===== config.mk =====
export PLATFORM = sky130hd
export DESIGN_NAME = motor_ramp_ctrl
export DESIGN_NICKNAME = d
export VERILOG_FILES = /design/src/rtl/motor_ramp_ctrl.sv
export SDC_FILE = /design/constraint.sdc
export NUM_CORES = 1
export LEC_CHECK = 0
export BUFFER_PORTS_ARGS = -buffer_cell sky130_fd_sc_hd__buf_2
export CORE_MARGIN = 2
export CORE_UTILIZATION = 60
export CTS_BUF_LIST = sky130_fd_sc_hd__clkbuf_4 sky130_fd_sc_hd__clkbuf_8
export DETAILED_ROUTE_END_ITERATION = 10
export MAX_ROUTING_LAYER = met4
export PLACE_DENSITY_LB_ADDON = 0.15
export SYNTH_ARGS = -nofsm -noshare
export SYNTH_HDL_FRONTEND = slang
export SYNTH_SLANG_ARGS = --single-unit

===== constraint.sdc =====
create_clock -name clk -period 6.1 [get_ports clk]
set_input_delay 1.22 -clock clk [delete_from_list [all_inputs] [get_ports clk]]
set_output_delay 1.22 -clock clk [all_outputs]
set_load 0.05 [all_outputs]

===== src/rtl/motor_ramp_ctrl.sv =====
// -----------------------------------------------------------------------------
// motor_ramp_ctrl
//
// Command stage in front of the dual-motor PWM generator. Left/right speed and
// direction commands arrive over a valid/ready handshake. Each channel's duty
// is slewed toward its target at STEP per ramp tick. Any direction reversal
// decelerates the channel to zero duty, dwells for DEAD_CYCLES clocks, flips
// the bridge direction and then reaccelerates. The bridge direction therefore
// only ever changes while the duty is zero.
//
// Parameters:
//   RAMP_DIV     clocks per ramp tick
//   STEP         duty change per ramp tick
//   DUTY_MAX     ceiling applied to commanded speeds
//   DEAD_CYCLES  zero-duty dwell before a direction flip, in clocks
//
// Ports:
//   clk              system clock
//   rst_n            asynchronous active-low reset
//   cmd_valid        command present
//   cmd_ready        command can be accepted
//   cmd_left_dir     left target direction, 1 = forward
//   cmd_left_speed   left target duty
//   cmd_right_dir    right target direction, 1 = forward
//   cmd_right_speed  right target duty
//   estop            emergency stop, level sensitive
//   left_duty        left duty to PWM stage
//   left_dir         left direction to H-bridge
//   right_duty       right duty to PWM stage
//   right_dir        right direction to H-bridge
//   settled          both channels idle/running at their targets
//
// Build option:
//   ESTOP_LATCH_EN   when defined, estop is held in a sticky latch that is
//                    cleared only by accepting a 0/0 command while estop is low.
// -----------------------------------------------------------------------------
module motor_ramp_ctrl #(
  parameter int RAMP_DIV    = 50000,
  parameter int STEP        = 1,
  parameter int DUTY_MAX    = 100,
  parameter int DEAD_CYCLES = 500000
) (
  input  logic       clk,
  input  logic       rst_n,
  input  logic       cmd_valid,
  output logic       cmd_ready,
  input  logic       cmd_left_dir,
  input  logic [7:0] cmd_left_speed,
  input  logic       cmd_right_dir,
  input  logic [7:0] cmd_right_speed,
  input  logic       estop,
  output logic [7:0] left_duty,
  output logic       left_dir,
  output logic [7:0] right_duty,
  output logic       right_dir,
  output logic       settled
);

  localparam int CW = (RAMP_DIV > 1) ? $clog2(RAMP_DIV) : 1;
  localparam int DW = (DEAD_CYCLES > 1) ? $clog2(DEAD_CYCLES) : 1;

  localparam logic [CW-1:0] CNT_LAST   = CW'(RAMP_DIV - 1);
  localparam logic [DW-1:0] DWELL_LOAD = DW'(DEAD_CYCLES - 1);
  localparam logic [8:0]    STEP9      = 9'(STEP);
  localparam logic [7:0]    DUTY_MAX8  = 8'(DUTY_MAX);

  typedef enum logic [2:0] {
    S_IDLE,
    S_RAMP,
    S_RUN,
    S_DECEL,
    S_DWELL
  } state_t;

  // ---------------------------------------------------------------------------
  // Arithmetic helpers
  // ---------------------------------------------------------------------------
  function automatic logic [7:0] sat_speed(input logic [7:0] s);
    sat_speed = (s > DUTY_MAX8) ? DUTY_MAX8 : s;
  endfunction

  // One STEP toward tgt, never passing it. Done in 9 bits so neither direction
  // can wrap; a borrow out of the subtraction means we went below zero.
  function automatic logic [7:0] step_toward(input logic [7:0] cur,
                                             input logic [7:0] tgt);
    logic [8:0] up;
    logic [8:0] dn;
    up = {1'b0, cur} + STEP9;
    dn = {1'b0, cur} - STEP9;
    if (cur < tgt) begin
      step_toward = (up > {1'b0, tgt}) ? tgt : up[7:0];
    end else if (cur > tgt) begin
      step_toward = (dn[8] || (dn < {1'b0, tgt})) ? tgt : dn[7:0];
    end else begin
      step_toward = cur;
    end
  endfunction

  // ---------------------------------------------------------------------------
  // Free-running ramp tick
  // ---------------------------------------------------------------------------
  logic [CW-1:0] cnt_q, cnt_d;
  logic          tick;

  assign tick  = (cnt_q == CNT_LAST);
  assign cnt_d = tick ? '0 : cnt_q + 1'b1;

  always_ff @(posedge clk or negedge rst_n) begin
    if (!rst_n) begin
      cnt_q <= '0;
    end else begin
      cnt_q <= cnt_d;
    end
  end

  // ---------------------------------------------------------------------------
  // Handshake and emergency stop
  // ---------------------------------------------------------------------------
  logic accept;
  logic kill;

`ifdef ESTOP_LATCH_EN
  logic latch_q, latch_d;
  logic zero_cmd;

  assign zero_cmd = (cmd_left_speed == 8'd0) && (cmd_right_speed == 8'd0);
  // Ready has to look at the command payload here (a 0/0 command is the only
  // way out of the latch), so it is decoded directly rather than from a flop.
  assign cmd_ready = !estop && (!latch_q || zero_cmd);
  assign accept    = cmd_valid && cmd_ready;
  assign kill      = estop || latch_q;

  always_comb begin
    latch_d = latch_q;
    if (estop) begin
      latch_d = 1'b1;
    end else if (accept && zero_cmd) begin
      latch_d = 1'b0;
    end
  end

  always_ff @(posedge clk or negedge rst_n) begin
    if (!rst_n) begin
      latch_q <= 1'b0;
    end else begin
      latch_q <= latch_d;
    end
  end
`else
  logic ready_q;

  assign cmd_ready = ready_q;
  assign accept    = cmd_valid && ready_q;
  assign kill      = estop;

  always_ff @(posedge clk or negedge rst_n) begin
    if (!rst_n) begin
      ready_q <= 1'b1;
    end else begin
      ready_q <= !estop;
    end
  end
`endif

  // ---------------------------------------------------------------------------
  // Channel targets (index 0 = left, 1 = right)
  // ---------------------------------------------------------------------------
  logic [7:0] tgt_spd_q [2];
  logic       tgt_dir_q [2];
  logic [7:0] cmd_spd   [2];
  logic       cmd_dir   [2];

  always_comb begin
    cmd_spd[0] = sat_speed(cmd_left_speed);
    cmd_spd[1] = sat_speed(cmd_right_speed);
    cmd_dir[0] = cmd_left_dir;
    cmd_dir[1] = cmd_right_dir;
  end

  // Estop wins over a coincident accept and leaves the direction targets alone.
  always_ff @(posedge clk or negedge rst_n) begin
    if (!rst_n) begin
      for (int c = 0; c < 2; c++) begin
        tgt_spd_q[c] <= '0;
        tgt_dir_q[c] <= 1'b1;
      end
    end else if (estop) begin
      for (int c = 0; c < 2; c++) begin
        tgt_spd_q[c] <= '0;
      end
    end else if (accept) begin
      for (int c = 0; c < 2; c++) begin
        tgt_spd_q[c] <= cmd_spd[c];
        tgt_dir_q[c] <= cmd_dir[c];
      end
    end
  end

  // ---------------------------------------------------------------------------
  // Per-channel ramp FSMs
  // ---------------------------------------------------------------------------
  state_t        state_q [2], state_d [2];
  logic [7:0]    duty_q  [2], duty_d  [2];
  logic          dir_q   [2], dir_d   [2];
  logic [DW-1:0] dwell_q [2], dwell_d [2];
  logic          ok      [2];

  // Targets are registered, so a tick coinciding with the accept edge still
  // steps toward the old target; the new one is seen from the next edge on.
  // Steps that land on the target/zero change state in the same edge so the
  // state always agrees with the duty that is being driven out.
  always_comb begin
    logic [7:0] nxt;
    for (int c = 0; c < 2; c++) begin
      nxt        = duty_q[c];
      state_d[c] = state_q[c];
      duty_d[c]  = duty_q[c];
      dir_d[c]   = dir_q[c];
      dwell_d[c] = dwell_q[c];
      if (kill) begin
        state_d[c] = S_IDLE;
        duty_d[c]  = '0;
      end else begin
        unique case (state_q[c])
          S_IDLE: begin
            duty_d[c] = '0;
            if (tgt_spd_q[c] != 8'd0) begin
              if (tgt_dir_q[c] != dir_q[c]) begin
                state_d[c] = S_DWELL;
                dwell_d[c] = DWELL_LOAD;
              end else begin
                nxt        = tick ? step_toward(8'd0, tgt_spd_q[c]) : 8'd0;
                duty_d[c]  = nxt;
                state_d[c] = (nxt == tgt_spd_q[c]) ? S_RUN : S_RAMP;
              end
            end
          end
          S_RAMP, S_RUN, S_DECEL: begin
            if ((state_q[c] == S_DECEL) || (tgt_dir_q[c] != dir_q[c])) begin
              nxt       = tick ? step_toward(duty_q[c], 8'd0) : duty_q[c];
              duty_d[c] = nxt;
              if (nxt == 8'd0) begin
                state_d[c] = S_DWELL;
                dwell_d[c] = DWELL_LOAD;
              end else begin
                state_d[c] = S_DECEL;
              end
            end else begin
              nxt        = tick ? step_toward(duty_q[c], tgt_spd_q[c]) : duty_q[c];
              duty_d[c]  = nxt;
              state_d[c] = (nxt == tgt_spd_q[c]) ? S_RUN : S_RAMP;
            end
          end
          S_DWELL: begin
            // Commands arriving here only move the targets; the dwell runs out
            // regardless and then picks up whatever the latest target is.
            duty_d[c] = '0;
            if (dwell_q[c] == '0) begin
              dir_d[c]   = tgt_dir_q[c];
              state_d[c] = (tgt_spd_q[c] != 8'd0) ? S_RAMP : S_IDLE;
            end else begin
              dwell_d[c] = dwell_q[c] - 1'b1;
            end
          end
          default: begin
            state_d[c] = S_IDLE;
            duty_d[c]  = '0;
          end
        endcase
      end
    end
  end

  always_ff @(posedge clk or negedge rst_n) begin
    if (!rst_n) begin
      for (int c = 0; c < 2; c++) begin
        state_q[c] <= S_IDLE;
        duty_q[c]  <= '0;
        dir_q[c]   <= 1'b1;
        dwell_q[c] <= '0;
      end
    end else begin
      for (int c = 0; c < 2; c++) begin
        state_q[c] <= state_d[c];
        duty_q[c]  <= duty_d[c];
        dir_q[c]   <= dir_d[c];
        dwell_q[c] <= dwell_d[c];
      end
    end
  end

  // ---------------------------------------------------------------------------
  // Settled flag
  // ---------------------------------------------------------------------------
  always_comb begin
    for (int c = 0; c < 2; c++) begin
      ok[c] = ((state_q[c] == S_IDLE) || (state_q[c] == S_RUN)) &&
              (duty_q[c] == tgt_spd_q[c]) &&
              (dir_q[c] == tgt_dir_q[c]);
    end
  end

  logic settled_q;

  always_ff @(posedge clk or negedge rst_n) begin
    if (!rst_n) begin
      settled_q <= 1'b1;
    end else begin
      settled_q <= ok[0] && ok[1];
    end
  end

  assign left_duty  = duty_q[0];
  assign left_dir   = dir_q[0];
  assign right_duty = duty_q[1];
  assign right_dir  = dir_q[1];
  assign settled    = settled_q;

endmodule

==> Word level (Yosys, flattened, before mapping) <==
Cells that the tools add are included.
{ "word_totals": {"elab_cells": 210, "ff_bits": 98, "out_inout_bits": 20} }
{ "op_classes": {"bitwise_logic": 1, "reduce_logical": 35, "n_lt_le_gt_ge": 24, "n_mux": 95, "n_eq_ne": 33, "add_sub_neg": 7} }
{ "op_table": {"columns": ["operator", "count"], "rows": [
  ["2-to-1 mux 8 bit", 58],
  ["2-to-1 mux 19 bit", 10],
  ["case mux 19 bit (3 select lines)", 2],
  ["== test 8 bit", 6],
  ["2-to-1 mux 16 bit", 3],
  ["zero test 19 bit", 2],
  ["subtractor 19 x 1 -> 19 bit (second input constant)", 2],
  ["2-to-1 mux 3 bit", 12],
  ["> comparator 1 x 8 -> 1 bit (first input constant)", 4],
  ["case mux 8 bit (2 select lines)", 2],
  ["!= test 2 bit (second input constant)", 10],
  ["adder 8 x 1 -> 9 bit (second input constant)", 2],
  ["> comparator 9 x 1 -> 1 bit (second input constant)", 2],
  ["> comparator 9 x 8 -> 1 bit", 2],
  ["< comparator 9 x 1 -> 1 bit (second input constant)", 2],
  ["< comparator 9 x 8 -> 1 bit", 2],
  ["case mux 3 bit (3 select lines)", 2],
  ["subtractor 8 x 1 -> 9 bit (second input constant)", 2],
  ["adder 16 x 1 -> 16 bit (second input constant)", 1],
  ["== test 16 bit (second input constant)", 1],
  ["> comparator 8 x 1 -> 1 bit (second input constant)", 2],
  ["> comparator 8 x 7 -> 1 bit (second input constant)", 2],
  ["> comparator 8 bit", 2],
  ["zero test 8 bit", 2],
  ["23 further kinds", 60]
]} }

==> Longest topological paths before layout <==
{ "logic_depth": {"word_depth": 15, "depth_mapped": 17} }

==> Worst setup path before layout <==
No wires, ideal clock.
{ "synth_timing": {"path_type": "register to register", "startpoint": "register duty_q, in the netlist left_duty[0]", "endpoint": "register state_q[3] (netlist name)", "stages_incl_launch_ff": 18, "n_path_buf": 3, "setup_ps": 124, "setup_slack_ps": 1367, "synth_period_minus_slack_ps": 4733, "arrival_time_ps": 4609, "cell_sequence": "dfrtp_1 clkbuf_1 inv_1 ha_1 or3b_1 clkbuf_1 xnor2_1 ha_1 a211oi_1 nand3b_1 o22ai_1 nand2b_1 buf_2 a21oi_1 o211a_1 a2111o_1 or4_1 o31a_1"} }
{ "synth_between": {"elab_chain_cells": 15, "elab_cells_between_ends": 35, "classes_between": "2 x add/sub; 8 x order compare; 1 x eq/ne; 21 x mux; 3 x reduce/logical"} }
{ "synth_lines": {"columns": ["element", "line", "text"], "rows": [
  ["start, declared", "203", "logic [7:0] duty_q [2], duty_d [2];"],
  ["start signal, assigned by index", "285", "duty_q[c] <= duty_d[c];"],
  ["subtractor 8 x 1 -> 9 bit", "89", "dn = {1'b0, cur} - STEP9;"],
  ["< comparator 9 x 8 -> 1 bit or < comparator 9 x 1 -> 1 bit (tied branches)", "93", "step_toward = (dn[8] || (dn < {1'b0, tgt})) ? tgt : dn[7:0];"],
  ["logical OR 1 bit", "93", null],
  ["2-to-1 mux 8 bit", "93", null],
  ["2-to-1 mux 8 bit", "92", "end else if (cur > tgt) begin"],
  ["2-to-1 mux 8 bit", "90", "if (cur < tgt) begin"],
  ["2-to-1 mux 8 bit", "239", "if ((state_q[c] == S_DECEL) || (tgt_dir_q[c] != dir_q[c])) begin"],
  ["2-to-1 mux 8 bit", "224", "unique case (state_q[c])"],
  ["2-to-1 mux 8 bit", "220", "if (kill) begin"],
  ["2-to-1 mux 8 bit, on equally long branches", "249, 240", null],
  ["== test 8 bit or zero test 8 bit (tied branches)", "251, 242", null],
  ["2-to-1 mux 2 bit or 2-to-1 mux 3 bit (tied branches)", "251, 242", null],
  ["2-to-1 mux 3 bit *", "239", null],
  ["case mux 3 bit (3 select lines) *", "224", null],
  ["2-to-1 mux 3 bit *", "220", null],
  ["end signal, assigned by index", "284", "state_q[c] <= state_d[c];"],
  ["end, declared", "202", "state_t state_q [2], state_d [2];"]
]} }
Every way passes the cells marked *; elsewhere a longest branch is shown, timed or not. The select of a mux whose other input is x is not followed.
A chain may end at the register's enable or synchronous reset.

==> Worst setup path after layout <==
Same ends and word-level chain as after synthesis.

==> reports/qor.yml <==
cts.sinks: 98
timing.critical_path.slowest_cell_delay_ns: 0.58
yosysTopAreaCellShare: 0.274
first_iter_violations: 1087
synth_area_leaders: "sky130_fd_sc_hd__dfrtp_1, sky130_fd_sc_hd__ha_1, sky130_fd_sc_hd__nor2_1, sky130_fd_sc_hd__a21oi_1, sky130_fd_sc_hd__xor2_1"
timing.critical_path.cells: "inv_1, ha_1, or3b_1, xnor2_1, ha_1, a211oi_1, nand3b_1, o22ai_1, nand2b_1, a21oi_1, o211a_1, a2111o_1, or4_1, o31a_1"
start_util: 0.609
syn_area_um2: 8390
path_clk_slew_ns: 0.10
dp_hpwl_mm: 17.7
power_frac_clock: 0.253
placementRows: 43
layoutNonFillerInstCount: 1228
detail-route-antenna-nets: 0
antenna_found_initial: 0
report.final.hold_viol_count: 0
drive_gt1_frac: 0.0964
nFillCells: 1232
setup-tns-final_ns: 0
total_via_count_after_detailed_routing: 8346
grt_pass1_vias: 7555
n_antenna_cell: 0
min-delay-path-class: "reg -> reg"
gp_routability_congestion: 1.03
power_per_cell_area_nw_per_um2: 211
clock_tree.htree_level_count: 3
die_w_um: 122
async_reset_ff_frac: 1.00
postLayoutCoreUtil: 0.644
post_route_setup_slack_ns: 0.939
die_h_um: 122
grt-ovfl-total: 0
vdd_drop_max_uv: 183
synth-edff-count: 0
fmax_ghz: 0.194
netlist.top_cell.by_area: "sky130_fd_sc_hd__dfrtp_1"
cts_root_buffer: "sky130_fd_sc_hd__clkbuf_8"
cp_max_fo: 13
element_type_at_the_critical_path_end: "register"
power.sequential.fraction: 0.410
avgSynthCellArea_um2: 8.07
cell_internal_pwr_mw: 1.15
reg2reg_slack_ns: 0.94
cpMostUsedCell: "sky130_fd_sc_hd__ha_1"
dr.pass1.iters: 7
grt_setup_unrepaired: "no"
worst_ep_required_time_ns: 6.38
fin_worst_skew_ns: 0.0106
cts_buffers: 9
max-clock-path-buffers: 2
floorplan.core_area_um2: 13800
maxSlewViolCount: 0
power.total_mw: 1.87
synthDistinctLibCells: 85
clock_latency_of_the_later_clocked_register_in_the_worst_skew_pair_ns: 0.39
signed_area_change_from_the_synthesized_netlist_to_the_final_layout_pct: 5.67
ys_seq_area_frac: 0.293
mostFrequentLayoutCells: "sky130_fd_sc_hd__nor2_1, sky130_fd_sc_hd__dfrtp_1, sky130_fd_sc_hd__nand2_1, sky130_fd_sc_hd__a21oi_1"
grt_first_pass_wirelength_mm: 39.1
final_common_cell: "sky130_fd_sc_hd__nor2_1"
multi_input_gate_area_in_the_final_layout_um2: 5550
nets_final: 1119
num_io_pins: 42
synth.ff_latch_count: 98
synth-main-ff-cell: "sky130_fd_sc_hd__dfrtp_1"
cts_tree: "done"
seqCellArea_um2: 2460
timing.critical_path.arrival_ns: 5.45
die_area_um2: 14900
placement.io_buffers: 41
postSynthCellCount: 1040
residual_drc: 0
static-leakage-power_nw: 3.70
dp.cells: 1212
total_switching_power_mw: 0.721
slew_headroom: 0.214
worst-slew-pin-transition_ns: 1.17
postCtsHoldBufs: 0
drv.max_cap_violation_count: 0
grt_start_max_net_pins: 77
switching_power_as_a_share_of_total_power: 0.386
final_period_minus_worst_setup_slack_ns: 5.16
criticalPathCategory: "reg -> reg"
timing.final.crit_share: 0.846
grtUsageTotal: 0.342
critPathLaunchType: "register"
critical_path.slowest_cell: "sky130_fd_sc_hd__o22ai_1"
synth_nets: 1116
routed_wl_mm: 24.5
place_ws_ns: 1.09
cts_resized: 0
timing.final.setup_violations: 0
cts_setup_buffers: 0
outcome: "finished, final reports clean"
post_drt_via_cell_ratio: 6.80
share_comb_of_total_power: 0.337
yosys_warning_count: 0
detail_routed_net_length_per_standard_cell_um: 19.9
## sequential cells by signal (all words and copies together) (netlist names)
register    cells
left_dir        1
tgt_spd_q      16
dwell_q        38
left_duty       8
cmd_ready       1
right_dir       1
settled         1
tgt_dir_q       2
state_q         6
right_duty      8
cnt_q          16
## layout make-up
type	count	area share
repair buffers	49	0.0302
well taps	180	0.0254
multi-input cells	848	0.626
clock buffers	10	0.0148
flip-flops and latches	98	0.278
clock inverters	6	0.0102
inverters	37	0.0157
## through the flow
step                      hold WS (ns)  area (µm²)
after CTS                        0.470        8860
after global routing             0.491        8860
after floorplan                  0.425        8390
after global placement           0.449        8640
after detailed placement         0.458        8640
final                            0.469        8860
## worst paths after layout
check / from / to / depth (start not counted)
max: left_duty[0]$_DFF_PN0_ / state_q[3]$_DFFE_PN0P_ / 14
min: cnt_q[0]$_DFF_PN0_ / cnt_q[0]$_DFF_PN0_ / 1
max reg2reg: left_duty[0]$_DFF_PN0_ / state_q[3]$_DFFE_PN0P_ / 14
min reg2reg: cnt_q[0]$_DFF_PN0_ / cnt_q[0]$_DFF_PN0_ / 1
max in group asynchronous: rst_n / dwell_q[34]$_DFFE_PN0P_ / 2
min in group asynchronous: rst_n / dwell_q[12]$_DFFE_PN0P_ / 1
## power groups by stage
stage | logic (mW) | registers, mW | clock network, mW
floorplan | 0.468 | 0.760 | 0
CTS | 0.616 | 0.763 | 0.483
detailed placement | 0.613 | 0.775 | 0
finish | 0.630 | 0.765 | 0.472
global route | 0.694 | 0.772 | 0.513
global placement | 0.608 | 0.774 | 0
## worst max-delay path: cells and delay by family, from the launching register on
family	cells	cell delay (ns)
buffers and inverters	1	0.29
AO/OA/AOI/OAI	6	1.92
AND/OR/NAND/NOR	4	1.52
flip-flops	1	0.56
adder cells (fa/ha/maj)	2	0.54
XOR/XNOR	1	0.20
## layer usage
layer | GRT usage | up-vias | share of wire
li1 | - | 3907 | -
met1 | 0.472 | 3912 | 0.43
met2 | 0.491 | 451 | 0.44
met3 | 0.0771 | 76 | 0.096
met4 | 0.131 | 0 | 0.033
met5 | - | - | 0
## cells by family after synthesis
group                      share of synthesized area
muxes                                         0.0154
DFF                                            0.293
and+or+nand+nor                                0.253
AOI/OAI and AO/OA                              0.253
adders and majority gates                     0.0805
buffers and inverters                         0.0450
xor gates and xnor gates                      0.0606
## cell usage after synthesis, drive strengths merged (8+ instances only)
library cell	number
nand3b	8
and2	9
nand4	14
o211ai	15
or3	13
a22o	9
inv	36
o22ai	9
a211oi	22
a31oi	17
nand2	80
a211o	9
nor2	120
buf	15
nor4	19
clkbuf	42
xnor2	21
nor3	43
nand2b	13
o21ai	57
and3	11
dfrtp	92
a21oi	65
xor2	37
or4	10
ha	54
nand3	42
o21a	12
o31ai	18
Note: power is estimated with default switching activity, not from simulation.
